`config.mk`:
```
export PLATFORM = sky130hd
export DESIGN_NAME = fp16_add_arbiter
export DESIGN_NICKNAME = d
export VERILOG_FILES = /design/src/rtl/fp16_add_arbiter.sv
export SDC_FILE = /design/constraint.sdc
export NUM_CORES = 1
export LEC_CHECK = 0
export ABC_CLOCK_PERIOD_IN_PS = 3200
export BUFFER_PORTS_ARGS = -buffer_cell sky130_fd_sc_hd__buf_2
export CAP_MARGIN = 25
export CELL_PAD_IN_SITES_DETAIL_PLACEMENT = 1
export CELL_PAD_IN_SITES_GLOBAL_PLACEMENT = 1
export CORE_ASPECT_RATIO = 2
export CORE_UTILIZATION = 36
export DETAILED_ROUTE_END_ITERATION = 8
export GPL_ROUTABILITY_DRIVEN = 1
export PLACE_DENSITY_LB_ADDON = 0.05
export SLEW_MARGIN = 5
export SYNTH_ARGS = -nofsm -noshare
export SYNTH_HDL_FRONTEND = slang
export SYNTH_SLANG_ARGS = --single-unit
export TNS_END_PERCENT = 1
```
`constraint.sdc`:
```
create_clock -name clk -period 3.2 [get_ports clk]
set_input_delay 0.16 -clock clk [delete_from_list [all_inputs] [get_ports clk]]
set_output_delay 0.16 -clock clk [all_outputs]
set_load 0.05 [all_outputs]
```
`src/rtl/fp16_add_arbiter.sv`:
```
// Round-robin front end for one shared, fixed-latency FP16 adder. Each requester has a
// one-op slot; results are matched by tag against a latency pipe and parked in a response buffer.
//
// state      | meaning
// S_IDLE     | no op outstanding, eligible for grant
// S_INFLIGHT | op issued to the adder, waiting for its tagged result
// S_HOLD     | result buffered in rsp_data, waiting for rsp_ready
module fp16_add_arbiter #(
  parameter int NREQ = 4,
  parameter int TAGW = 2,
  parameter int LAT  = 3
) (
  input  logic                 clk,
  input  logic                 rst,
  input  logic [NREQ-1:0]      req_valid,
  input  logic [16*NREQ-1:0]   req_a,
  input  logic [16*NREQ-1:0]   req_b,
  output logic [NREQ-1:0]      req_ready,
  output logic [NREQ-1:0]      rsp_valid,
  output logic [16*NREQ-1:0]   rsp_data,
  input  logic [NREQ-1:0]      rsp_ready,
  output logic                 add_valid,
  output logic [15:0]          add_a,
  output logic [15:0]          add_b,
  output logic [TAGW-1:0]      add_tag,
  input  logic                 add_res_valid,
  input  logic [15:0]          add_res,
  input  logic [TAGW-1:0]      add_res_tag,
  output logic                 busy,
  output logic                 err
);

  typedef enum logic [1:0] {S_IDLE, S_INFLIGHT, S_HOLD} slot_t;

  slot_t           slot_q [NREQ];
  slot_t           slot_d [NREQ];
  logic [NREQ-1:0] eligible;
  logic [TAGW-1:0] rr_ptr;
  logic            grant_any;
  logic [TAGW-1:0] grant_idx;
  logic [LAT-1:0]  pipe_valid;
  logic [TAGW-1:0] pipe_tag [LAT];
  logic            exp_valid;
  logic [TAGW-1:0] exp_tag;
  logic            tag_inflight;
  logic            capture;
  logic            proto_err;
  logic [NREQ-1:0] slot_busy;

  // Rotating priority scan starting at rr_ptr; first eligible requester wins.
  always_comb begin
    grant_any = 1'b0;
    grant_idx = '0;
    req_ready = '0;
    for (int i = 0; i < NREQ; i++) begin
      eligible[i] = req_valid[i] && (slot_q[i] == S_IDLE);
    end
    for (int k = 0; k < NREQ; k++) begin
      if (!grant_any && eligible[(int'(rr_ptr) + k) % NREQ]) begin
        grant_any = 1'b1;
        grant_idx = TAGW'((int'(rr_ptr) + k) % NREQ);
        req_ready[(int'(rr_ptr) + k) % NREQ] = 1'b1;
      end
    end
  end

  always_ff @(posedge clk or negedge rst) begin
    if (!rst) begin
      add_valid <= 1'b0;
      add_a     <= '0;
      add_b     <= '0;
      add_tag   <= '0;
      rr_ptr    <= '0;
    end else begin
      add_valid <= grant_any;
      if (grant_any) begin
        add_a   <= req_a[16*int'(grant_idx) +: 16];
        add_b   <= req_b[16*int'(grant_idx) +: 16];
        add_tag <= grant_idx;
        rr_ptr  <= (int'(grant_idx) == NREQ - 1) ? '0 : grant_idx + 1'b1;
      end
    end
  end

  // Expected-tag pipe mirrors the adder latency so each result can be checked on arrival.
  always_ff @(posedge clk or negedge rst) begin
    if (!rst) begin
      pipe_valid <= '0;
      for (int k = 0; k < LAT; k++) pipe_tag[k] <= '0;
    end else begin
      pipe_valid[0] <= add_valid;
      pipe_tag[0]   <= add_tag;
      for (int k = 1; k < LAT; k++) begin
        pipe_valid[k] <= pipe_valid[k-1];
        pipe_tag[k]   <= pipe_tag[k-1];
      end
    end
  end

  assign exp_valid = pipe_valid[LAT-1];
  assign exp_tag   = pipe_tag[LAT-1];

  always_comb begin
    tag_inflight = 1'b0;
    for (int i = 0; i < NREQ; i++) begin
      if (add_res_tag == TAGW'(i) && slot_q[i] == S_INFLIGHT) tag_inflight = 1'b1;
    end
    capture   = add_res_valid && exp_valid && (add_res_tag == exp_tag) && tag_inflight;
    proto_err = (add_res_valid && !capture) || (exp_valid && !add_res_valid);
  end

  always_ff @(posedge clk or negedge rst) begin
    if (!rst) begin
      err      <= 1'b0;
      rsp_data <= '0;
    end else begin
      if (proto_err) err <= 1'b1;
      for (int i = 0; i < NREQ; i++) begin
        if (capture && add_res_tag == TAGW'(i)) rsp_data[16*i +: 16] <= add_res;
      end
    end
  end

  always_ff @(posedge clk or negedge rst) begin
    if (!rst) begin
      for (int i = 0; i < NREQ; i++) slot_q[i] <= S_IDLE;
    end else begin
      for (int i = 0; i < NREQ; i++) slot_q[i] <= slot_d[i];
    end
  end

  always_comb begin
    for (int i = 0; i < NREQ; i++) begin
      slot_d[i] = slot_q[i];
      case (slot_q[i])
        S_IDLE:     if (grant_any && grant_idx == TAGW'(i)) slot_d[i] = S_INFLIGHT;
        S_INFLIGHT: if (capture && add_res_tag == TAGW'(i)) slot_d[i] = S_HOLD;
        S_HOLD:     if (rsp_ready[i]) slot_d[i] = S_IDLE;
        default:    slot_d[i] = S_IDLE;
      endcase
    end
  end

  always_comb begin
    for (int i = 0; i < NREQ; i++) begin
      rsp_valid[i] = (slot_q[i] == S_HOLD);
      slot_busy[i] = (slot_q[i] != S_IDLE);
    end
    busy = (|slot_busy) || (|pipe_valid);
  end

endmodule

```
==> results.yml, run 1 <==
run_status:
  run_status: "completed"
worst_hold_path:
  hold-path-endpoint: "add_a[3]$_DFFE_PN0P_"
  timing.hold.worst.class: "in2reg"
  worst_hold_startpoint: "req_a[19]"
  hold_path_depth: 3
grt:
  first_global_vias: 5907
  total_track_usage: 0.239
  grt_max_degree: 68
  antenna_found_initial: 4
  grt_first_pass_wirelength_mm: 30.9
  gr-total-overflow: 0
synth:
  yosysWarningCount: 0
  synth_top_cells_by_area: "dfrtp_1, mux2_2, mux2i_1, o211a_1, a211oi_2"
  synth_enable_flop_cells: 0
  dominantRegCellSynth: "dfrtp_1"
  fraction_of_post_synthesis_cell_area_in_the_top_cell_type_by_area: 0.499
  post_synth_num_cell_types: 51
  postSynthCellCount: 504
  synth_area_leader_cell: "dfrtp_1"
  synthesis.area_sq_um: 5970
  ys_seq_elements: 119
  postSynthAreaPerCell_sq_um: 11.8
  async_reset_ff_frac: 1.00
  synth_seq_area_share: 0.499
  synthesis.nets: 665
setup_path:
  critical_path.reg2reg.endpoint: "add_a[10]$_DFFE_PN0P_"
  worst-r2r-setup-slack_ns: 0.38
  setup_crit_start_kind: "flop"
  crit_type: "reg2out"
  cp.required_ns: 3.04
  worstPathMaxFanout: 5
  critPathCaptureType: "primary output"
  worst_r2r_path_depth: 9
  worst-endpoint-arrival_ns: 2.80
  startpoint_of_the_worst_register_to_register_path: "slot_q[4]$_DFFE_PN0P_"
timing:
  max-slew-margin-rel: 0.407
  period_needed_ns: 2.96
  hold_ws_ns: 0.0130
  finalCritPeriodShare: 0.924
  highest_clock_rate_ghz: 0.338
  final_critical_path_setup_slack_ns: 0.244
  max_slew.worst_pin.slew_ns: 0.889
  final.setup_skew_ns: 0.00540
  hold_violations: 0
  drv_slew: 0
  setup_viol_count_final: 0
die:
  die-area_sq_um: 17100
  rows: 66
  die_height_microns: 184
  floorplan.die.width_microns: 93.1
  io-pin-count: 266
  core_area_sq_um: 16300
  initial_utilization: 0.367
clock_network:
  clock_tree.htree_level_count: 4
  tritoncts.num_buffers: 17
  tritoncts: "yes"
  worst_setup_hold_path_clk_slew_ns: 0.06
  cts.sinks: 119
  clock_path_buffers: 2
  clock_insertion_delay_at_the_later_pin_of_the_skew_report_ns: 0.42
  clk_root_buffer_cell: "clkbuf_16"
final_layout:
  total_nets_final: 953
  mostFrequentLayoutCell: "buf_2"
  final_cell_count_no_fill: 1013
  flow.area_growth_from_synthesis_pct: 40.7
  utilization: 0.517
  drive_above_1_share: 0.513
  n_fill_cell: 1831
  most-common-layout-cells: "buf_2, dfrtp_1, mux2_2, mux2i_1, o211a_1"
detailed_routing:
  drt_pass1_iterations: 6
  ant_nets: 0
  wl_mm: 20.2
  post_drt_wl_per_cell_microns: 19.9
  drc: 0
  vias_per_cell: 5.26
  drt_iter0_markers: 133
  routed-via-count: 5330
placement:
  dpl_worst_slack_ns: 0.357
  placed_cells_incl_taps: 959
  finalWeightedCongestion: 0.874
  portBuffers: 265
  detailed_place_hpwl_mm: 14.5
power_and_ir_drop:
  powerDensity_nw_per_um2: 1120
  power.leakage_nw: 4.63
  vdd_drop_max_mv: 0.700
run:
  drv_cap: 0
registers in the layout, indices dropped and copies added (netlist names):
register	count
add_a	16
add_valid	1
slot_q	8
pipe_valid	3
pipe_tag	4
err	1
rr_ptr	2
exp_tag	2
add_b	16
rsp_data	64
add_tag	2
worst max path at each step:
| stage | slack, ns | cells after the start | to | start |
|---|---|---|---|---|
| after floorplan | -0.11 | 9 | req_ready[1] | rr_ptr[0]$_DFFE_PN0P_ |
| after global placement | 0.42 | 9 | add_a[3]$_DFFE_PN0P_ | slot_q[4]$_DFFE_PN0P_ |
| after detailed placement | 0.36 | 10 | add_b[7]$_DFFE_PN0P_ | rr_ptr[1]$_DFFE_PN0P_ |
| after CTS | 0.13 | 9 | req_ready[3] | rr_ptr[1]$_DFFE_PN0P_ |
| after global routing | -0.0003 | 9 | req_ready[2] | rr_ptr[1]$_DFFE_PN0P_ |
| final | 0.24 | 8 | req_ready[3] | rr_ptr[1]$_DFFE_PN0P_ |
metal layers:
metal,global-route usage,part of all wire,up-vias,wire length [microns]
met1,0.237,0.36,2681,7270
met4,0.0942,0.022,0,444
met5,0,0,-,0
met2,0.458,0.57,189,11400
li1,-,-,2435,-
met3,0.0644,0.051,25,1030
cells in the mapped netlist (6+ instances only):
| cell | count |
|---|---|
| o211ai_1 | 14 |
| mux2_2 | 64 |
| inv_1 | 26 |
| a22oi_1 | 8 |
| a31oi_1 | 16 |
| a211oi_2 | 18 |
| clkbuf_1 | 20 |
| o211a_1 | 32 |
| nor3_1 | 6 |
| o21ai_0 | 25 |
| mux2i_1 | 33 |
| nand2_1 | 23 |
| nor2_1 | 28 |
| dfrtp_1 | 119 |
cells by family (layout without fill, tap and decap cells):
| family | after synthesis | count (layout) | synth area share |
|---|---|---|---|
| AOI/OAI and AO/OA | 131 | 131 | 0.180 |
| buffers and inverters | 58 | 359 | 0.0440 |
| xor gates and xnor gates | 2 | 2 | 0.00293 |
| muxes | 99 | 99 | 0.184 |
| adders and majority gates | 4 | 4 | 0.00838 |
| and+or+nand+nor | 91 | 91 | 0.0825 |
| DFF | 119 | 119 | 0.499 |
| other | 0 | 4 | 0 |
power by group:
part / internal [mW] / switching [mW] / leakage, nW
logic: 1.50 / 3.57 / 2.82
clock network: 1.27 / 0.715 / 0.298
registers: 2.06 / 0.317 / 1.52
area by class of cell:
type / instances / area (sq um) / area share
diodes: 4 / 10.0 / 0.00119
clock buffers: 23 / 508 / 0.0605
clock inverters: 9 / 114 / 0.0135
inverters: 27 / 101 / 0.0121
multi-input cells: 327 / 2770 / 0.329
flip-flops and latches: 119 / 2980 / 0.354
well taps: 204 / 255 / 0.0304
repair buffers: 300 / 1670 / 0.199
repair_timing:
| action | 4_1_cts | 5_1_grt |
|---|---|---|
| gates cloned | 0 | 0 |
| pin swaps | 0 | 1 |
| setup buffers | 0 | 0 |
| resized for setup | 1 | 1 |
| endpoints found under the setup margin | 2 | 4 |
| hold buffers | 17 | 0 |
| endpoints found under the hold margin | 82 | 0 |
worst max-delay path, cell delays in order (launching register included):
cell and delay [ns]:
dfrtp_1 0.38, inv_1 0.12, ha_1 0.28, nor3_1 0.44, nor2_1 0.23, a211oi_2 0.32
a22oi_1 0.12, o21ai_0 0.20, buf_2 0.30
per-stage QoR:
stage	setup TNS (ns)	instance area [sq um]	total power [mW]
finish	0	8400	9.43
global route	-0.000292	8400	9.92
CTS	0	8360	9.52
detailed placement	0	7560	7.46
global placement	0	7560	7.32
floorplan	-0.321	5970	6.16
No activity file was read; power rests on OpenSTA's default activity.
==> run 2, diff against run 1 <==
--- a/config.mk
+++ b/config.mk
@@ -5,7 +5,7 @@
 export SDC_FILE = /design/constraint.sdc
 export NUM_CORES = 1
 export LEC_CHECK = 0
-export ABC_CLOCK_PERIOD_IN_PS = 3200
+export ABC_CLOCK_PERIOD_IN_PS = 2800
 export BUFFER_PORTS_ARGS = -buffer_cell sky130_fd_sc_hd__buf_2
 export CAP_MARGIN = 25
 export CELL_PAD_IN_SITES_DETAIL_PLACEMENT = 1
@@ -14,7 +14,7 @@
 export CORE_UTILIZATION = 36
 export DETAILED_ROUTE_END_ITERATION = 8
 export GPL_ROUTABILITY_DRIVEN = 1
-export PLACE_DENSITY_LB_ADDON = 0.05
+export PLACE_DENSITY_LB_ADDON = 0.1
 export SLEW_MARGIN = 5
 export SYNTH_ARGS = -nofsm -noshare
 export SYNTH_HDL_FRONTEND = slang
==> constraint.sdc (replaced) <==
create_clock -name clk -period 2.8 [get_ports clk]
set_input_delay 0.14 -clock clk [delete_from_list [all_inputs] [get_ports clk]]
set_output_delay 0.14 -clock clk [all_outputs]
set_load 0.05 [all_outputs]
==> run 2 against run 1 <==
The run now ends with negative hold slack left. Worst setup slack lost 0.15 ns. Register-to-register slack got worse by 0.28 ns. Sequential power rose by 14%. Clock-buffer cell count fell by 6. Via count is 0.47% lower. Critical path depth is the same. Power increased by 20%. Critical endpoint is now add_b[12]$_DFFE_PN0P_. Highest routed layer unchanged.
==> results.yml, run 2 (synthesized netlist as in run 1, its figures left out) <==
die:
  rows: 66
  floorplan.die.width_microns: 93.1
  core_area_sq_um: 16300
  die-area_sq_um: 17100
  die_height_microns: 184
  initial_utilization: 0.367
  io-pin-count: 266
run_status:
  violations: "negative hold slack"
  run_status: "complete, but fails checks"
final_layout:
  drive_above_1_share: 0.534
  n_fill_cell: 1834
  most-common-layout-cells: "buf_2, dfrtp_1, mux2_2, mux2i_1, o211a_1"
  largest_register_ff_count: 64
  top_regs: "rsp_data: 64 flops, add_a: 16 flops, add_b: 16 flops"
  postLayoutCellArea_sq_um: 8720
  mostFrequentLayoutCell: "buf_2"
  total_nets_final: 969
  flow.area_growth_from_synthesis_pct: 46.1
  num_antenna_cells: 0
  register_name_with_the_most_flops: "rsp_data"
placement:
  finalWeightedCongestion: 0.896
  portBuffers: 265
  detailed_place_hpwl_mm: 14.8
  dpl_worst_slack_ns: 0.0296
  dpl_cell_area_sq_um: 7700
setup_path:
  timing.critical_path.cells: "or3b_1 > mux2i_4 > nor2_1 > o31a_1 > or2_2 > buf_4 > mux2i_1 > a211oi_2"
  startpoint_of_the_worst_register_to_register_path: "slot_q[3]$_DFFE_PN0P_"
  cp.required_ns: 3.12
  critPathCaptureType: "flop"
  critical_path.reg2reg.endpoint: "add_b[12]$_DFFE_PN0P_"
  worst-r2r-setup-slack_ns: 0.1
  worst_r2r_path_depth: 8
  worstPathMaxFanout: 23
  setup_crit_start_kind: "flop"
  critPathMaxStageDelay_ns: 0.49
  worst-endpoint-arrival_ns: 3.03
  crit_type: "reg2reg"
  slowest_stage: "or3b_1"
clock_network:
  clock_tree.htree_level_count: 4
  tritoncts: "yes"
  clock_insertion_delay_at_the_later_pin_of_the_skew_report_ns: 0.41
  cts.sinks: 119
  tritoncts.num_buffers: 17
  worst_setup_hold_path_clk_slew_ns: 0.06
  clock_path_buffers: 2
  clk_root_buffer_cell: "clkbuf_16"
power_and_ir_drop:
  pwr-share-seq: 0.240
  design_power_total_mw: 11.3
  combinationalPowerShare: 0.544
  p_sw_mw: 5.40
  vdd_drop_max_mv: 0.728
  power_report.internal_total_mw: 5.91
  powerDensity_nw_per_um2: 1300
  clock_power_share: 0.216
  sw_frac_of_total: 0.478
  power.leakage_nw: 4.77
worst_hold_path:
  hold-path-endpoint: "add_a[0]$_DFFE_PN0P_"
  timing.hold.worst.class: "in2reg"
  hold_path_depth: 3
  worst_hold_startpoint: "req_a[16]"
timing:
  hold_ws_ns: -0.00177
  highest_clock_rate_ghz: 0.370
  drv_slew: 0
  rsz_0062_raised_after_global_routing: "false"
  setup_viol_count_final: 0
  period_needed_ns: 2.70
  max-slew-margin-rel: 0.482
  final.setup_skew_ns: 0.0117
  hold_violations: 1
  max_slew.worst_pin.slew_ns: 0.777
  final_critical_path_setup_slack_ns: 0.0964
  setup_total_negative_slack_ns: 0
  finalCritPeriodShare: 0.966
grt:
  grt_max_degree: 56
  total_track_usage: 0.236
  gr-total-overflow: 0
  first_global_vias: 5890
  grt_first_pass_wirelength_mm: 30.7
  antenna_found_initial: 0
run:
  drv_cap: 0
detailed_routing:
  wl_mm: 20.0
  drc: 0
  drt_pass1_iterations: 4
  routed-via-count: 5305
  drt_iter0_markers: 104
  post_drt_wl_per_cell_microns: 19.5
  ant_nets: 0
  vias_per_cell: 5.18
run 2: power by group through the flow:
stage,clock [mW],combinational [mW],sequential (mW)
2_1_floorplan,0,2.47,4.57
3_3_place_gp,0,5.91,2.69
3_5_place_dp,0,6.03,2.74
4_1_cts,2.48,6.14,2.72
5_1_grt,2.54,6.51,2.79
6_report,2.44,6.15,2.71
run 2: layer usage:
layer | vias up | part of all wire | track usage
met1 | 2608 | 0.36 | 0.242
met3 | 32 | 0.059 | 0.0668
met2 | 194 | 0.55 | 0.444
li1 | 2471 | - | -
met5 | - | 0 | 0
met4 | 0 | 0.025 | 0.0880
run 2: cell type report:
cell class,instances,area (sq um),area share
repair buffers,316,1880,0.215
inverters,27,101,0.0116
flip-flops and latches,119,2980,0.341
well taps,204,255,0.0293
clock buffers,17,425,0.0488
clock inverters,14,224,0.0257
multi-input cells,327,2860,0.328
run 2: worst max-delay path, delay by kind of cell, from the launching register on:
family,cells,cell delay [ns]
mux,2,0.43
simple gates,3,0.92
compound gates,2,0.55
buf+inv,1,0.25
flops,1,0.45
run 2: through the flow:
step	util	instances
after floorplan	-	504
after global placement	0.474	967
after detailed placement	0.474	967
after CTS	0.532	1023
after global routing	0.536	1024
final	0.536	1024
run 2: repair_timing:
| item | CTS | global route |
|---|---|---|
| hold buffers | 24 | 0 |
| gates resized for setup | 9 | 13 |
| setup endpoints to repair | 4 | 29 |
| buffers inserted | 1 | 1 |
| hold endpoints to repair | 93 | 0 |
| pin swaps | 2 | 2 |
run 2: worst max path at each step:
stage	startpoint	to	slack [ns]
after floorplan	rr_ptr[0]$_DFFE_PN0P_	req_ready[1]	-0.11
after detailed placement	rr_ptr[0]$_DFFE_PN0P_	add_b[6]$_DFFE_PN0P_	0.03
after global placement	rr_ptr[0]$_DFFE_PN0P_	add_b[7]$_DFFE_PN0P_	0.16
after CTS	rr_ptr[1]$_DFFE_PN0P_	req_ready[2]	0.01
after global routing	rr_ptr[1]$_DFFE_PN0P_	req_ready[3]	0.001
final	slot_q[3]$_DFFE_PN0P_	add_b[12]$_DFFE_PN0P_	0.1
